File: src/rtl/apb_arb_master.sv
`default_nettype none
// ============================================================================
// Module   : apb_arb_master
// Purpose  : two-requester round-robin arbiter in front of one APB master port
// Revision : 1.0  initial release
// ============================================================================
module apb_arb_master #(
   parameter int TIMEOUT = 16
) (
   input  logic        pclk,
   input  logic        preset,

   input  logic        req_valid_0,
   output logic        req_ready_0,
   input  logic [11:0] req_addr_0,
   input  logic        req_write_0,
   input  logic [31:0] req_wdata_0,
   input  logic [3:0]  req_strb_0,
   output logic        rsp_valid_0,
   output logic [31:0] rsp_rdata_0,
   output logic        rsp_err_0,

   input  logic        req_valid_1,
   output logic        req_ready_1,
   input  logic [11:0] req_addr_1,
   input  logic        req_write_1,
   input  logic [31:0] req_wdata_1,
   input  logic [3:0]  req_strb_1,
   output logic        rsp_valid_1,
   output logic [31:0] rsp_rdata_1,
   output logic        rsp_err_1,

   output logic [11:0] paddr,
   output logic        psel,
   output logic        penable,
   output logic        pwrite,
   output logic [3:0]  pstrb,
   output logic [31:0] pwdata,
   input  logic [31:0] prdata,
   input  logic        pready,
   input  logic        pslverr
);

   localparam int c_CNT_W = (TIMEOUT > 0) ? $clog2(TIMEOUT + 1) : 1;

   typedef enum logic [1:0] {
      ST_IDLE   = 2'd0,
      ST_SETUP  = 2'd1,
      ST_ACCESS = 2'd2
   } state_t;

   state_t             r_state;
   state_t             w_state_nxt;
   logic               r_last_grant;
   logic               r_owner;
   logic [c_CNT_W-1:0] r_wait_cnt;

   logic               w_grant;
   logic               w_any_valid;
   logic               w_accept;
   logic               w_done;
   logic               w_abort;
   logic               w_wait_hit;
   logic [11:0]        w_sel_addr;
   logic               w_sel_write;
   logic [31:0]        w_sel_wdata;
   logic [3:0]         w_sel_strb;
   logic [31:0]        w_rsp_data;

   // On a tie the requester that did not win last time gets the bus.
   assign w_any_valid = req_valid_0 | req_valid_1;
   assign w_grant     = (req_valid_0 & req_valid_1) ? ~r_last_grant : req_valid_1;

   assign w_sel_addr  = w_grant ? req_addr_1  : req_addr_0;
   assign w_sel_write = w_grant ? req_write_1 : req_write_0;
   assign w_sel_wdata = w_grant ? req_wdata_1 : req_wdata_0;
   assign w_sel_strb  = w_grant ? req_strb_1  : req_strb_0;

   // Current stall cycle would be the TIMEOUT-th consecutive one without pready.
   assign w_wait_hit  = (TIMEOUT != 0) && ((int'(r_wait_cnt) + 1) == TIMEOUT);

   assign w_rsp_data  = (w_abort | pwrite) ? 32'h0 : prdata;

   always_ff @(posedge pclk) begin
      if (preset) begin
         r_state <= ST_IDLE;
      end else begin
         r_state <= w_state_nxt;
      end
   end

   always_comb begin
      w_state_nxt = r_state;
      psel        = 1'b0;
      penable     = 1'b0;
      req_ready_0 = 1'b0;
      req_ready_1 = 1'b0;
      w_accept    = 1'b0;
      w_done      = 1'b0;
      w_abort     = 1'b0;
      case (r_state)
         ST_IDLE: begin
            if (!preset) begin
               req_ready_0 = req_valid_0 & ~w_grant;
               req_ready_1 = req_valid_1 &  w_grant;
               if (w_any_valid) begin
                  w_accept    = 1'b1;
                  w_state_nxt = ST_SETUP;
               end
            end
         end
         ST_SETUP: begin
            psel        = 1'b1;
            w_state_nxt = ST_ACCESS;
         end
         ST_ACCESS: begin
            psel    = 1'b1;
            penable = 1'b1;
            if (pready) begin
               w_done      = 1'b1;
               w_state_nxt = ST_IDLE;
            end else if (w_wait_hit) begin
               w_abort     = 1'b1;
               w_state_nxt = ST_IDLE;
            end
         end
         default: begin
            w_state_nxt = ST_IDLE;
         end
      endcase
   end

   // Request capture, arbitration pointer and stall counter.
   always_ff @(posedge pclk) begin
      if (preset) begin
         r_last_grant <= 1'b1;
         r_owner      <= 1'b0;
         paddr        <= 12'h0;
         pwrite       <= 1'b0;
         pwdata       <= 32'h0;
         pstrb        <= 4'h0;
         r_wait_cnt   <= '0;
      end else begin
         if (w_accept) begin
            r_last_grant <= w_grant;
            r_owner      <= w_grant;
            paddr        <= w_sel_addr;
            pwrite       <= w_sel_write;
            pwdata       <= w_sel_wdata;
            pstrb        <= w_sel_write ? w_sel_strb : 4'h0;
         end
         if (r_state == ST_SETUP) begin
            r_wait_cnt <= '0;
         end else if ((r_state == ST_ACCESS) && !pready) begin
            r_wait_cnt <= r_wait_cnt + c_CNT_W'(1);
         end
      end
   end

   // Response data is held per requester until its next completion.
   always_ff @(posedge pclk) begin
      if (preset) begin
         rsp_valid_0 <= 1'b0;
         rsp_rdata_0 <= 32'h0;
         rsp_err_0   <= 1'b0;
         rsp_valid_1 <= 1'b0;
         rsp_rdata_1 <= 32'h0;
         rsp_err_1   <= 1'b0;
      end else begin
         rsp_valid_0 <= 1'b0;
         rsp_valid_1 <= 1'b0;
         if (w_done | w_abort) begin
            if (r_owner) begin
               rsp_valid_1 <= 1'b1;
               rsp_rdata_1 <= w_rsp_data;
               rsp_err_1   <= w_abort | pslverr;
            end else begin
               rsp_valid_0 <= 1'b1;
               rsp_rdata_0 <= w_rsp_data;
               rsp_err_0   <= w_abort | pslverr;
            end
         end
      end
   end

endmodule
`default_nettype wire

File: config.mk
export PLATFORM = sky130hd
export DESIGN_NAME = apb_arb_master
export DESIGN_NICKNAME = d
export VERILOG_FILES = /design/src/rtl/apb_arb_master.sv
export SDC_FILE = /design/constraint.sdc
export NUM_CORES = 1
export LEC_CHECK = 0
export CAP_MARGIN = 10
export CORE_MARGIN = 3
export CORE_UTILIZATION = 35
export DETAILED_ROUTE_END_ITERATION = 10
export GPL_ROUTABILITY_DRIVEN = 0
export PLACE_DENSITY = 0.73
export SETUP_SLACK_MARGIN = 0.5
export SYNTH_ARGS = -nofsm -noshare
export SYNTH_HDL_FRONTEND = slang
export SYNTH_SLANG_ARGS = --single-unit
export TNS_END_PERCENT = 5
File: constraint.sdc
create_clock -name pclk -period 1.7 [get_ports pclk]
set_clock_uncertainty 0.1 [all_clocks]
set_input_delay 0.425 -clock pclk [delete_from_list [all_inputs] [get_ports pclk]]
set_output_delay 0.425 -clock pclk [all_outputs]
set_load 0.01 [all_outputs]
==> results of run 1 <==
## layer usage
metal / track usage / share of wire
met5: 0 / 0
met4: 0.0577 / 0.014
met3: 0.109 / 0.11
met2: 0.357 / 0.49
met1: 0.237 / 0.39
## registers in the layout, summed over array words and instances, names as in the netlist
signal        count
r_owner           1
rsp_rdata_0      32
rsp_err_1         1
rsp_valid_0       1
rsp_rdata_1      32
paddr            12
r_wait_cnt        5
r_last_grant      1
pstrb             4
pwdata           32
rsp_valid_1       1
rsp_err_0         1
pwrite            1
r_state           2
## power by group
part           internal [mW]  total (mW)  leakage, nW  switching [mW]
Clock                   1.99        3.32        0.251            1.33
Sequential              3.20        3.37         1.07           0.161
Combinational           1.16        2.03         2.56           0.868
Total                   6.35        8.71         3.89            2.36
## cells by family after synthesis
kind of cell,count (synthesis),synth area share
AOI/OAI and AO/OA,126,0.119
adders and majority gates,4,0.00861
buffers and inverters,67,0.0585
DFF,126,0.434
muxes,51,0.0880
xor gates and xnor gates,4,0.00603
and+or+nand+nor,244,0.286
## synthesized netlist by cell type (2+ instances only)
cell       number
dfxtp_1       126
o21ai_0       106
nand2b_1       66
mux2i_1        50
nand3b_1       45
clkbuf_1       44
nand4_1        35
nand4b_1       33
nor3b_1        33
nor2_1          8
buf_6           7
nand2_1         7
nor3_1          7
buf_4           6
buf_2           4
ha_1            4
nor2b_1         4
o2bb2ai_1       4
inv_1           3
o21ai_1         3
o21ai_2         3
xor2_1          3
a21oi_1         2
buf_1           2
o21a_1          2
## timing repair
item	4_1_cts	5_1_grt
buffers inserted	6	10
resized for setup	805	47
endpoints found under the hold margin	0	0
gates cloned	0	6
pin swaps	70	44
setup endpoints to repair	247	247
hold buffers	0	0
## final cells by class
type | instances | area, um2
tap | 216 | 270
clock inverter | 12 | 97.6
timing repair buffer | 315 | 3350
fill | 1306 | 5970
multi-input combinational | 429 | 3260
inverter | 3 | 11.3
sequential | 126 | 2650
clock buffer | 20 | 437
## path summary, 6_finish.rpt
check / startpoint / end / slack [ns] / depth (start not counted)
worst min-delay path: preset / pwrite$_SDFFE_PP0P_ / 0.30 / 3
worst min register to register: rsp_rdata_0[25]$_SDFFE_PP0P_ / rsp_rdata_0[25]$_SDFFE_PP0P_ / 0.36 / 2
worst max-delay path: r_state[1]$_SDFFE_PP0P_ / req_ready_0 / -0.26 / 6
worst max register to register: r_state[0]$_SDFFE_PP0P_ / rsp_rdata_1[12]$_SDFFE_PP0P_ / -0.12 / 10
## worst max-delay path: stages (launching register included)
cell	delay, ns
dfxtp_2	0.32
inv_2	0.07
ha_4	0.14
nor2b_4	0.20
nand2_2	0.07
nor2_2	0.09
buf_2	0.13
## stage by stage
| stage | instances | TNS, ns |
|---|---|---|
| 6_report | 1121 | -4.37 |
| 3_3_place_gp | 1067 | -21.46 |
| 3_5_place_dp | 1067 | -25.08 |
| 5_1_grt | 1121 | -9.94 |
| 4_1_cts | 1105 | -0.528 |
| 2_1_floorplan | 622 | 0 |
==> metrics.md, run 1 <==
| Metric | Value |
|---|---|
| Worst hold path type | in -> reg |
| Max_cap viols | 0 |
| Failing checks | setup timing |
| Final hold violation count | 0 |
| Utilization after layout | 0.628 |
| Worst vdd ir | 0.732 mV |
| Grt ovf | 0 |
| Register clock-pin slew on the reported worst setup and hold paths | about 0.060 ns |
| Clock Latency Late Sink | between 0.4 and 0.5 ns |
| Critical Path RT | between 1 and 1.5 ns |
| # rows | 46 |
| Post-synth top flop | dfxtp_1 |
| Die width | 135 um |
| Kind of critical path | reg -> out |
| Initial antenna violation count | 0 |
| H-Tree Depth | 4 |
| Routed Antenna Nets | 0 |
| Hpwl dp | 13.2 mm |
| Die ar. | around 0.018 mm2 |
| Post-Syn Instances | between 600 and 700 |
| Ant. Diodes | 0 |
| P per Cell Area | 864 mW/mm2 |
| Worst Path Max Fanout | 3 |
| Max Fclk | 510 MHz |
| Ports | 257 |
| Drt total wl | about 20 mm |
| Area Overhead vs Synth | 73.5% |
| Worst Max-Slew Pin Slew | 0.445 ns |
| Register area share after synthesis | 0.434 |
| Synthesized area per cell | 9.35 um2 |
| Port Buf Inserts | 256 |
| Sink Count | ~130 |
| Max clock buf depth | 2 |
| Post-synth top area share | 0.434 |
| Remaining DRCs | 0 |
| Drt first pass iters | 4 |
| Final worst setup slack | -0.261 ns |
| Final Cell Area | 0.0101 mm2 |
| Syn Nets | approximately 760 |
| Arrival time worst endpoint | 1.44 ns |
| DR iter-0 viols | between 200 and 300 |
| CTS Root Cell | clkbuf_16 |
| Pin count of the biggest net entering global routing | 72 |
| GRT Util Overall | 0.212 |
| Share of cells above drive strength 1 | 0.415 |
| Per-cell routed wire length | 18.1 um |
| Via Count | 5,689 |
| Most frequent cells in the layout | 131 x clkdlybuf4s50_1, 107 x buf_6, 102 x dfxtp_2 |
| RSZ-0062 raised after global routing | true |
| Post-synth EDFFs | 0 |
| Pre-CTS setup slack | -0.686 ns |
| Synth Warn # | 0 |
| Synth Register Bits | around 130 |
| Total power | 8.71 mW |
| Setup violations, final | 60 |
| Async SR Flop Fraction | 0 |
| Synthesized area | 0.00582 mm2 |
| Initial Utilization | 0.362 |
| Die H | 135 um |
| Via density | between 5 and 6 |
| Most common cell after layout, fill and taps aside | clkdlybuf4s50_1 |
| Worst hold slack | 0.296 ns |
| Core area | 0.0161 mm2 |
| CP startpoint kind | register |
| Period utilization | 1.15 |
| Dpl cell area | 0.00876 mm2 |
| Outcome | finished with violations |
| TritonCTS Buffers | 17 |
| Top post-synthesis cells by area | dfxtp_1 43%, o21ai_0 9.1%, mux2i_1 8.6% |
| Yosys top cell by area | dfxtp_1 |
| # nets final | 1,032 |
| Leakage | 3.89 nW |
| CP Capture Type | output port |
| First-pass GRT wire length | 30.5 mm |
| CTS tree | built |
| Final Max Slew Viols | 0 |
| Post-synthesis cell type count | 40 |
| Max-slew headroom at the worst pin | 0.703 |
| Minimum clock period | 1.96 ns |
| Vias in the first global route | 5,788 |
Note: power is estimated with default switching activity, not from simulation.
==> run 2, diff against run 1 <==
--- a/config.mk
+++ b/config.mk
@@ -6,7 +6,6 @@
 export NUM_CORES = 1
 export LEC_CHECK = 0
 export CAP_MARGIN = 10
-export CORE_MARGIN = 3
 export CORE_UTILIZATION = 35
 export DETAILED_ROUTE_END_ITERATION = 10
 export GPL_ROUTABILITY_DRIVEN = 0
==> run 2 against run 1 <==
  * The flow still finishes with violations (setup timing)
  * Clock power is 26% higher
  * First-iteration DRC count fell by 7.4%
  * Sequential share of layout area rose by 0.56 points
  * Highest routed layer unchanged
  * Critical path type unchanged
  * Critical path depth fell by 1
  * Register-to-register slack better by 0.11 ns
  * Non-clock buffer count decreased by 16
  * Count of clock-buffer cells in the layout shrank 2
  * Die area shrank 5.8%
  * Final cell count shrank 1.4%
  * Fmax increased by 2.5%
  * Worst hold slack better by 0.063 ns
==> metrics.md, run 2 (synthesis results as in run 1) <==
| Metric | Value |
|---|---|
| Initial Utilization | 0.362 |
| Placed Cells incl. Taps | 1,067 |
| Die width | 131 um |
| Multi-input logic area | ~0.0032 mm2 |
| Max clock buf depth | 2 |
| First-pass GRT wire length | 28.3 mm |
| Via density | about 5 |
| Ports | 257 |
| RSZ-0062 raised after global routing | true |
| Via Count | 5,655 |
| CP startpoint kind | register |
| Hold buffer count at cts | 0 |
| Remaining DRCs | 0 |
| Per-cell routed wire length | 17.3 um |
| Ant. Diodes | 0 |
| Worst hold slack | 0.359 ns |
| Met1 Routed Length | 7.72 mm |
| H-Tree Depth | 4 |
| Core area | approximately 0.016 mm2 |
| Port Buf Inserts | 256 |
| Met2 Wirelength | 9.43 mm |
| DR iter-0 viols | 252 |
| Finished Layout Cells | between 1,000 and 1,500 |
| Initial antenna violation count | 0 |
| Period utilization | 1.13 |
| CTS Root Cell | clkbuf_16 |
| Worst vdd ir | 0.674 mV |
| Worst hold path type | reg -> reg |
| Top layer in use | met4 |
| Share of cells above drive strength 1 | 0.346 |
| TritonCTS Buffers | 17 |
| Final hold violation count | 0 |
| Met3 wire length | 1.77 mm |
| Grt ovf | 0 |
| Max Fclk | 523 MHz |
| Max-slew headroom at the worst pin | 0.667 |
| Setup violations, final | 6 |
| CTS tree | built |
| Max incr delay on CP | between 0.3 and 0.4 ns |
| Hpwl dp | 12.4 mm |
| P per Cell Area | 981 mW/mm2 |
| Register clock-pin slew on the reported worst setup and hold paths | 0.05 ns |
| Critical Path RT | 1.17 ns |
| Failing checks | setup timing |
| Arrival time worst endpoint | approximately 1.4 ns |
| Largest regs | pwdata: 32 flops, rsp_rdata_0: 32 flops, rsp_rdata_1: 32 flops |
| Worst Max-Slew Pin Slew | 0.499 ns |
| Die ar. | 0.0171 mm2 |
| # nets final | 1,016 |
| FF+latch area | approximately 0.0026 mm2 |
| CP Capture Type | output port |
| Final worst setup slack | -0.213 ns |
| CP delay by family, top | simple AND/OR/NAND/NOR gates |
| Area Overhead vs Synth | 66.9% |
| Most frequent cells in the layout | 131 x clkdlybuf4s50_1, 97 x o21ai_1, 82 x buf_6 |
| Most common cell after layout, fill and taps aside | clkdlybuf4s50_1 |
| Max_cap viols | 0 |
| Critical path cell sequence | inv_2, ha_4, nor2b_4, and2_4, buf_6 |
| Outcome | finished with violations |
| Drt first pass iters | 4 |
| CP max stage cell | dfxtp_2 |
| Final Max Slew Viols | 0 |
| Vias in the first global route | between 5,000 and 6,000 |
| Leakage | 3.78 nW |
| Drt total wl | 19.1 mm |
| Clock Latency Late Sink | 0.41 ns |
| Pin count of the biggest net entering global routing | 82 |
| GRT Util Overall | 0.217 |
| Setup total negative slack | -0.565 ns |
| Sink Count | 126 |
| Routed Antenna Nets | 0 |
| Minimum clock period | 1.91 ns |
| Utilization after layout | 0.605 |
| Worst Path Max Fanout | 3 |
| Fillers | around 1,400 |
| # rows | 46 |
| Buf/Inv on CP | 2 |
| Die H | 131 um |
| Kind of critical path | reg -> out |
-- run 2: path summary, 6_finish.rpt --
| kind | startpoint | to | slack, ns | cells after the start |
|---|---|---|---|---|
| max | r_state[1]$_SDFFE_PP0P_ | req_ready_1 | -0.21 | 5 |
| min | rsp_err_0$_SDFFE_PP0P_ | rsp_err_0$_SDFFE_PP0P_ | 0.36 | 1 |
| min reg2reg | rsp_err_0$_SDFFE_PP0P_ | rsp_err_0$_SDFFE_PP0P_ | 0.36 | 1 |
| max reg2reg | r_state[0]$_SDFFE_PP0P_ | rsp_rdata_1[27]$_SDFFE_PP0P_ | -0.01 | 9 |
-- run 2: area by class of cell --
type                            count  share of cell area
Multi-Input combinational cell    429               0.326
Clock inverter                     14              0.0246
Timing Repair Buffer              299               0.306
Sequential cell                   126               0.269
Inverter                            3             0.00116
Clock buffer                       18              0.0452
Tap cell                          216              0.0278
-- run 2: stage by stage --
step                      power, mW  instance area (um2)  setup WS (ns)
after floorplan                4.13                 5870          0.146
after global placement         5.13                 8750         -0.634
after detailed placement       5.13                 8750         -0.649
after CTS                      9.51                 9560         -0.221
after global routing           9.90                 9710         -0.266
final                          9.52                 9710         -0.213
-- run 2: per-layer routing --
metal,GRT usage,vias up
li1,-,2755
met1,0.247,2681
met2,0.367,203
met3,0.0949,16
met4,0.0629,0
met5,0,-
-- run 2: worst reg2reg max path, delay by kind of cell, from the launching register on --
family                   cells  cell delay (ns)
buffers and inverters        5             0.64
AND/OR/NAND/NOR              1             0.11
flip-flops                   1             0.32
AO/OA/AOI/OAI                2             0.29
adder cells (fa/ha/maj)      1             0.15
-- run 2: repair_timing --
item                       in CTS  in global routing
setup endpoints to repair     247                247
pin swaps                      81                 65
resized for setup             723                 62
setup buffers                   3                  1
gates cloned                    0                  2
-- run 2: power breakdown --
group	total [mW]	leakage, nW	switching [mW]	internal (mW)
Sequential	3.35	1.05	0.155	3.20
Clock	4.18	0.334	1.38	2.79
Combinational	1.99	2.40	0.865	1.12
==> variant 1: new RTL, settings of run 1 <==
Reset style: asynchronous (`preset`), changed in 3 clocked blocks.
--- a/src/rtl/apb_arb_master.sv
+++ b/src/rtl/apb_arb_master.sv
@@ -83,3 +83,3 @@
 
-   always_ff @(posedge pclk) begin
+   always_ff @(posedge pclk or posedge preset) begin
       if (preset) begin
@@ -133,3 +133,3 @@
    // Request capture, arbitration pointer and stall counter.
-   always_ff @(posedge pclk) begin
+   always_ff @(posedge pclk or posedge preset) begin
       if (preset) begin
@@ -160,3 +160,3 @@
    // Response data is held per requester until its next completion.
-   always_ff @(posedge pclk) begin
+   always_ff @(posedge pclk or posedge preset) begin
       if (preset) begin
Function: differs if preset is asserted again (counterexample within 4 cycles, from zero or initial values and one cycle with preset high); with preset held inactive, the same outputs for 4 cycles.
==> variant 1 against run 1 <==
- the run still ends with setup timing left
- cell count is 9.8% lower
- wire length is 5.8% lower
- synthesized area is 1.0% higher
- final area is 4.0% lower
- sequential cell count stayed put
- setup slack worse by 0.0079 ns
- first-iteration DRC count is 40% lower
- critical endpoint is now rsp_rdata_0[20]
- highest routed layer unchanged
Power is not compared: it rests on default switching activity, and its combinational part moved more than twofold at a synthesized area within 25%.
==> variant 1: results (changes against run 1) <==
[outcome]
status = complete, but fails checks
violations = setup timing

[clocking]
post_cts_resized = 563  ; -30%
worst_skew_pair.late_latency_ns = 0.41  ; about the same
post_cts_buffers = 1  ; -5

[detailed_routing]
vias = 4958  ; -13%
met2_length_um = 9810  ; -0.49%
wl_per_cell_um = 18.9  ; +4.5%
drt-met1-wl_um = 7240  ; -9.7%
via_per_inst = 4.90  ; -3.4%
routed-wl-met3_um = 1840  ; -14%
dr.first_iter.drc_count = 162  ; -40%

[global_route]
grtUsageMet2 = 0.337  ; -0.0200
grt_util_met3 = 0.0836  ; -0.0252
grt_max_degree = 64  ; -11%
grt_pass1_vias = 5268  ; -9.0%
track_usage = 0.195  ; -0.0176
grt_pass1_wl_um = 27900  ; -8.5%

[final_layout]
fillers = 1255  ; -3.9%
fin_nets = 922  ; -11%
drive_above_1_share = 0.374  ; -0.0419

[critical_path]
critPathCaptureType = register
critical_path_peak_fanout = 8  ; +5
crit_arrival_ns = 2.16  ; +0.72 ns
endpoint = rsp_rdata_0[20]
crit_start = r_state[0]
reg2reg_depth = 7  ; -3
crit_family = buffers and inverters
cp_slowest_cell = dfrtp_1
cp_slowest_stage_delay_ns = 0.38  ; +0.06 ns

[placed_design]
dp_cells = 964  ; -9.7%
dp_slack_ns = -0.689  ; -0.00315 ns
hpwl_um = 12700  ; -3.6%
post_dp_cell_area_um2 = 8860  ; +1.2%

[yosys]
synth-compound-area-share = 0.0830  ; -0.0359
postSynth.topFlopCell = dfrtp_1
yosys.area_share.xor_xnor = 0.00596  ; -0.0000616
synthMuxAreaShare = 0.231  ; +0.143
synth.area.top_cells = dfrtp_1, mux2i_1, mux2_4, mux2_2, nand2b_1
synthTopCellsByCount = dfrtp_1, nand2_1, mux2i_1
syn_nets = 636  ; -17%
yosysSeqAreaShare = 0.537  ; +0.103
async_flop_share = 1.00  ; +1.00
yosys.area_share.adder = 0.00852  ; -0.0000880

[sta]
setup-violations-final = 73  ; +22%
worst_pin_slew_ns = 0.322  ; -0.123 ns
fin_ws_ns = -0.269  ; -0.00790 ns
fin_tns_setup_ns = -15.41  ; -11.05 ns
holdWs_ns = 0.376  ; +0.0802 ns

[hold_path]
worstHoldStart = paddr[9]
hold_end = paddr[9]
whs_path_depth = 2  ; -1
hp-class = reg -> reg

## variant 1: changes by cell type in the layout (fill, tap and decap cells not counted), sizes merged, moves of 32 or more
cell,before,now
dfrtp,0,125
nor3b,33,1
dfxtp,126,0
nand3b,45,0
nand2,7,54
nand2b,66,34
nand4b,33,0
o21ai,112,49
nand4,35,1
mux2,1,65
## variant 1: power by group
| group | internal [mW] | switching, mW |
|---|---|---|
| clock network | 2.29 | 1.38 |
| registers | 4.41 | 0.953 |
| logic | 3.84 | 2.99 |
## variant 1: worst reg2reg max path: cells and delay by family, from the launching register on
kind                       cells  cell delay, ns
muxes                          1            0.31
DFF                            1            0.38
AOI/OAI and AO/OA              1            0.08
buffers and inverters          3            0.44
adders and majority gates      1            0.18
and+or+nand+nor                1            0.37
## variant 1: cell type report
cell class	count	area [µm²]	share of cell area
tap	216	270	0.0279
sequential	126	3150	0.326
timing repair buffer	304	2930	0.303
multi-input combinational	326	2700	0.279
clock inverter	11	131	0.0136
clock buffer	21	470	0.0486
inverter	7	30.0	0.00310
==> variant 2: new RTL, flow settings as in run 1 <==
Without the edit above. The parameter `TIMEOUT` goes from 16 to 32.
--- a/src/rtl/apb_arb_master.sv
+++ b/src/rtl/apb_arb_master.sv
@@ -7,3 +7,3 @@
 module apb_arb_master #(
-   parameter int TIMEOUT = 16
+   parameter int TIMEOUT = 32
 ) (
Function: no difference found for any inputs over 4 cycles, from zero or initial values and one cycle with preset high; that may be too few to reach the edited logic, so the function may still have changed.
==> variant 2 against run 1 <==
- final area is 4.1% lower
- wire length shrank 3.9%
- sequential cell count increased by 1
- largest cell class is now multi-input gates
- critical path depth stayed put
- sequential power is 7.7% higher
- critical path type unchanged
- synthesized area decreased by 4.9%
- the run still ends with setup timing left
- register-to-register slack worse by 0.06 ns
- via count rose by 0.39%
- synthesized cell count decreased by 2.4%
- power grew 13%
- core utilization up 0.33 points
- setup slack worse by 0.015 ns
==> variant 2: results (changes against run 1) <==
[sta]
slew_headroom = 0.702  ; -0.00132
fin_tns_setup_ns = -8.64  ; -4.27 ns
fin_ws_ns = -0.276  ; -0.0145 ns
setup-violations-final = 71  ; +18%

[global_route]
grt_util_met3 = 0.0926  ; -0.0161
grt_pass1_vias = 5628  ; -2.8%
grt_pass1_wl_um = 29900  ; -1.9%
grtUsageMet2 = 0.345  ; -0.0122
use_met1 = 0.250  ; +0.0131
track_usage = 0.212  ; about the same

[yosys]
synth.avg_cell_area_um2 = 9.11  ; -2.5%
synth_cell_type_count = 36  ; -10%
syn_nets = 748  ; -1.8%

[final_layout]
drive_above_1_share = 0.382  ; -0.0339
multi_input_area_um2 = 3220  ; -1.5%
fillers = 1328  ; +1.7%
fin_nets = 1020  ; -1.2%

[hold_path]
hp-class = reg -> reg

[detailed_routing]
via_per_inst = 5.18  ; +2.1%
wl_per_cell_um = 17.7  ; -2.3%
vias = 5711  ; +0.39%
dr.first_iter.drc_count = 225  ; -17%

[placed_design]
dp_cells = 1063  ; -0.37%
post_dp_cell_area_um2 = 8620  ; -1.6%

[outcome]
violations = setup timing
status = complete, but fails checks

[power_and_ir_drop]
power.leakage_nw = 3.77  ; -3.1%
peakVddDrop_v = 0.000646  ; -12%

-- variant 2: cell types whose count changed after synthesis, sizes merged, moves of 3 or more --
cell     change
mux2i        -5
o2bb2ai      -4
nand4b      -33
clkbuf       -9
nand2b      -64
and3         +3
nor3b       -33
a211oi      +66
nand4       -33
a21o         +4
a21oi      +135
o21ai       -65
nand2       +18
-- variant 2: per-stage QoR --
| step | hold WS [ns] | worst slack [ns] | power (mW) |
|---|---|---|---|
| floorplan | 0.376 | -0.0902 | 4.71 |
| global placement | 0.341 | -0.652 | 6.18 |
| detailed placement | 0.345 | -0.655 | 6.20 |
| CTS | 0.376 | -0.293 | 9.73 |
| global route | 0.394 | -0.321 | 10.3 |
| finish | 0.368 | -0.276 | 9.85 |
-- variant 2: final timing paths --
| path | start | end | slack, ns | depth (start not counted) |
|---|---|---|---|---|
| max reg2reg | r_wait_cnt[1] | rsp_rdata_1[30] | -0.18 | 7 |
| min reg2reg | rsp_err_0 | rsp_err_0 | 0.37 | 1 |
| min | rsp_err_0 | rsp_err_0 | 0.37 | 1 |
| max | r_state[0] | req_ready_0 | -0.28 | 6 |
-- variant 2: logic make-up (layout without fill, tap and decap cells) --
logic type / after synthesis / count (layout) / synth area share
XOR/XNOR: 6 / 6 / 0.00950
adder cells (fa/ha/maj): 5 / 5 / 0.0113
AO/OA/AOI/OAI: 263 / 263 / 0.275
buffers and inverters: 60 / 344 / 0.0459
flip-flops: 127 / 127 / 0.460
AND/OR/NAND/NOR: 100 / 100 / 0.115
multiplexers: 46 / 46 / 0.0835
-- variant 2: what timing repair did --
item	in CTS	in global routing
buffers inserted	2	3
cloned	0	3
setup endpoints to repair	248	248
resized for setup	664	68
pin swaps	43	25
-- variant 2: critical path, stage by stage (launching register included) --
cell and delay [ns]:
dfxtp_2 0.34, inv_2 0.05, ha_4 0.15, nor2b_4 0.12, buf_6 0.11, and3_4 0.17, buf_6 0.11
-- variant 2: report_power, final --
| group | internal, mW | total (mW) | switching (mW) |
|---|---|---|---|
| clock network | 1.96 | 3.27 | 1.31 |
| registers | 3.37 | 3.63 | 0.261 |
| logic | 1.58 | 2.94 | 1.37 |
-- variant 2: per-layer routing --
| layer | wire [µm] | part of all wire | vias up |
|---|---|---|---|
| met4 | 413 | 0.021 | 0 |
| met5 | 0 | 0 | - |
| met1 | 7890 | 0.40 | 2672 |
| met3 | 1920 | 0.098 | 30 |
| li1 | - | - | 2792 |
| met2 | 9290 | 0.48 | 217 |
-- variant 2: area by class of cell --
type,instances,area share
multi-input combinational,420,0.333
timing repair buffer,309,0.315
sequential,127,0.268
clock buffer,21,0.0486
tap,211,0.0273
clock inverter,10,0.00660
inverter,4,0.00155
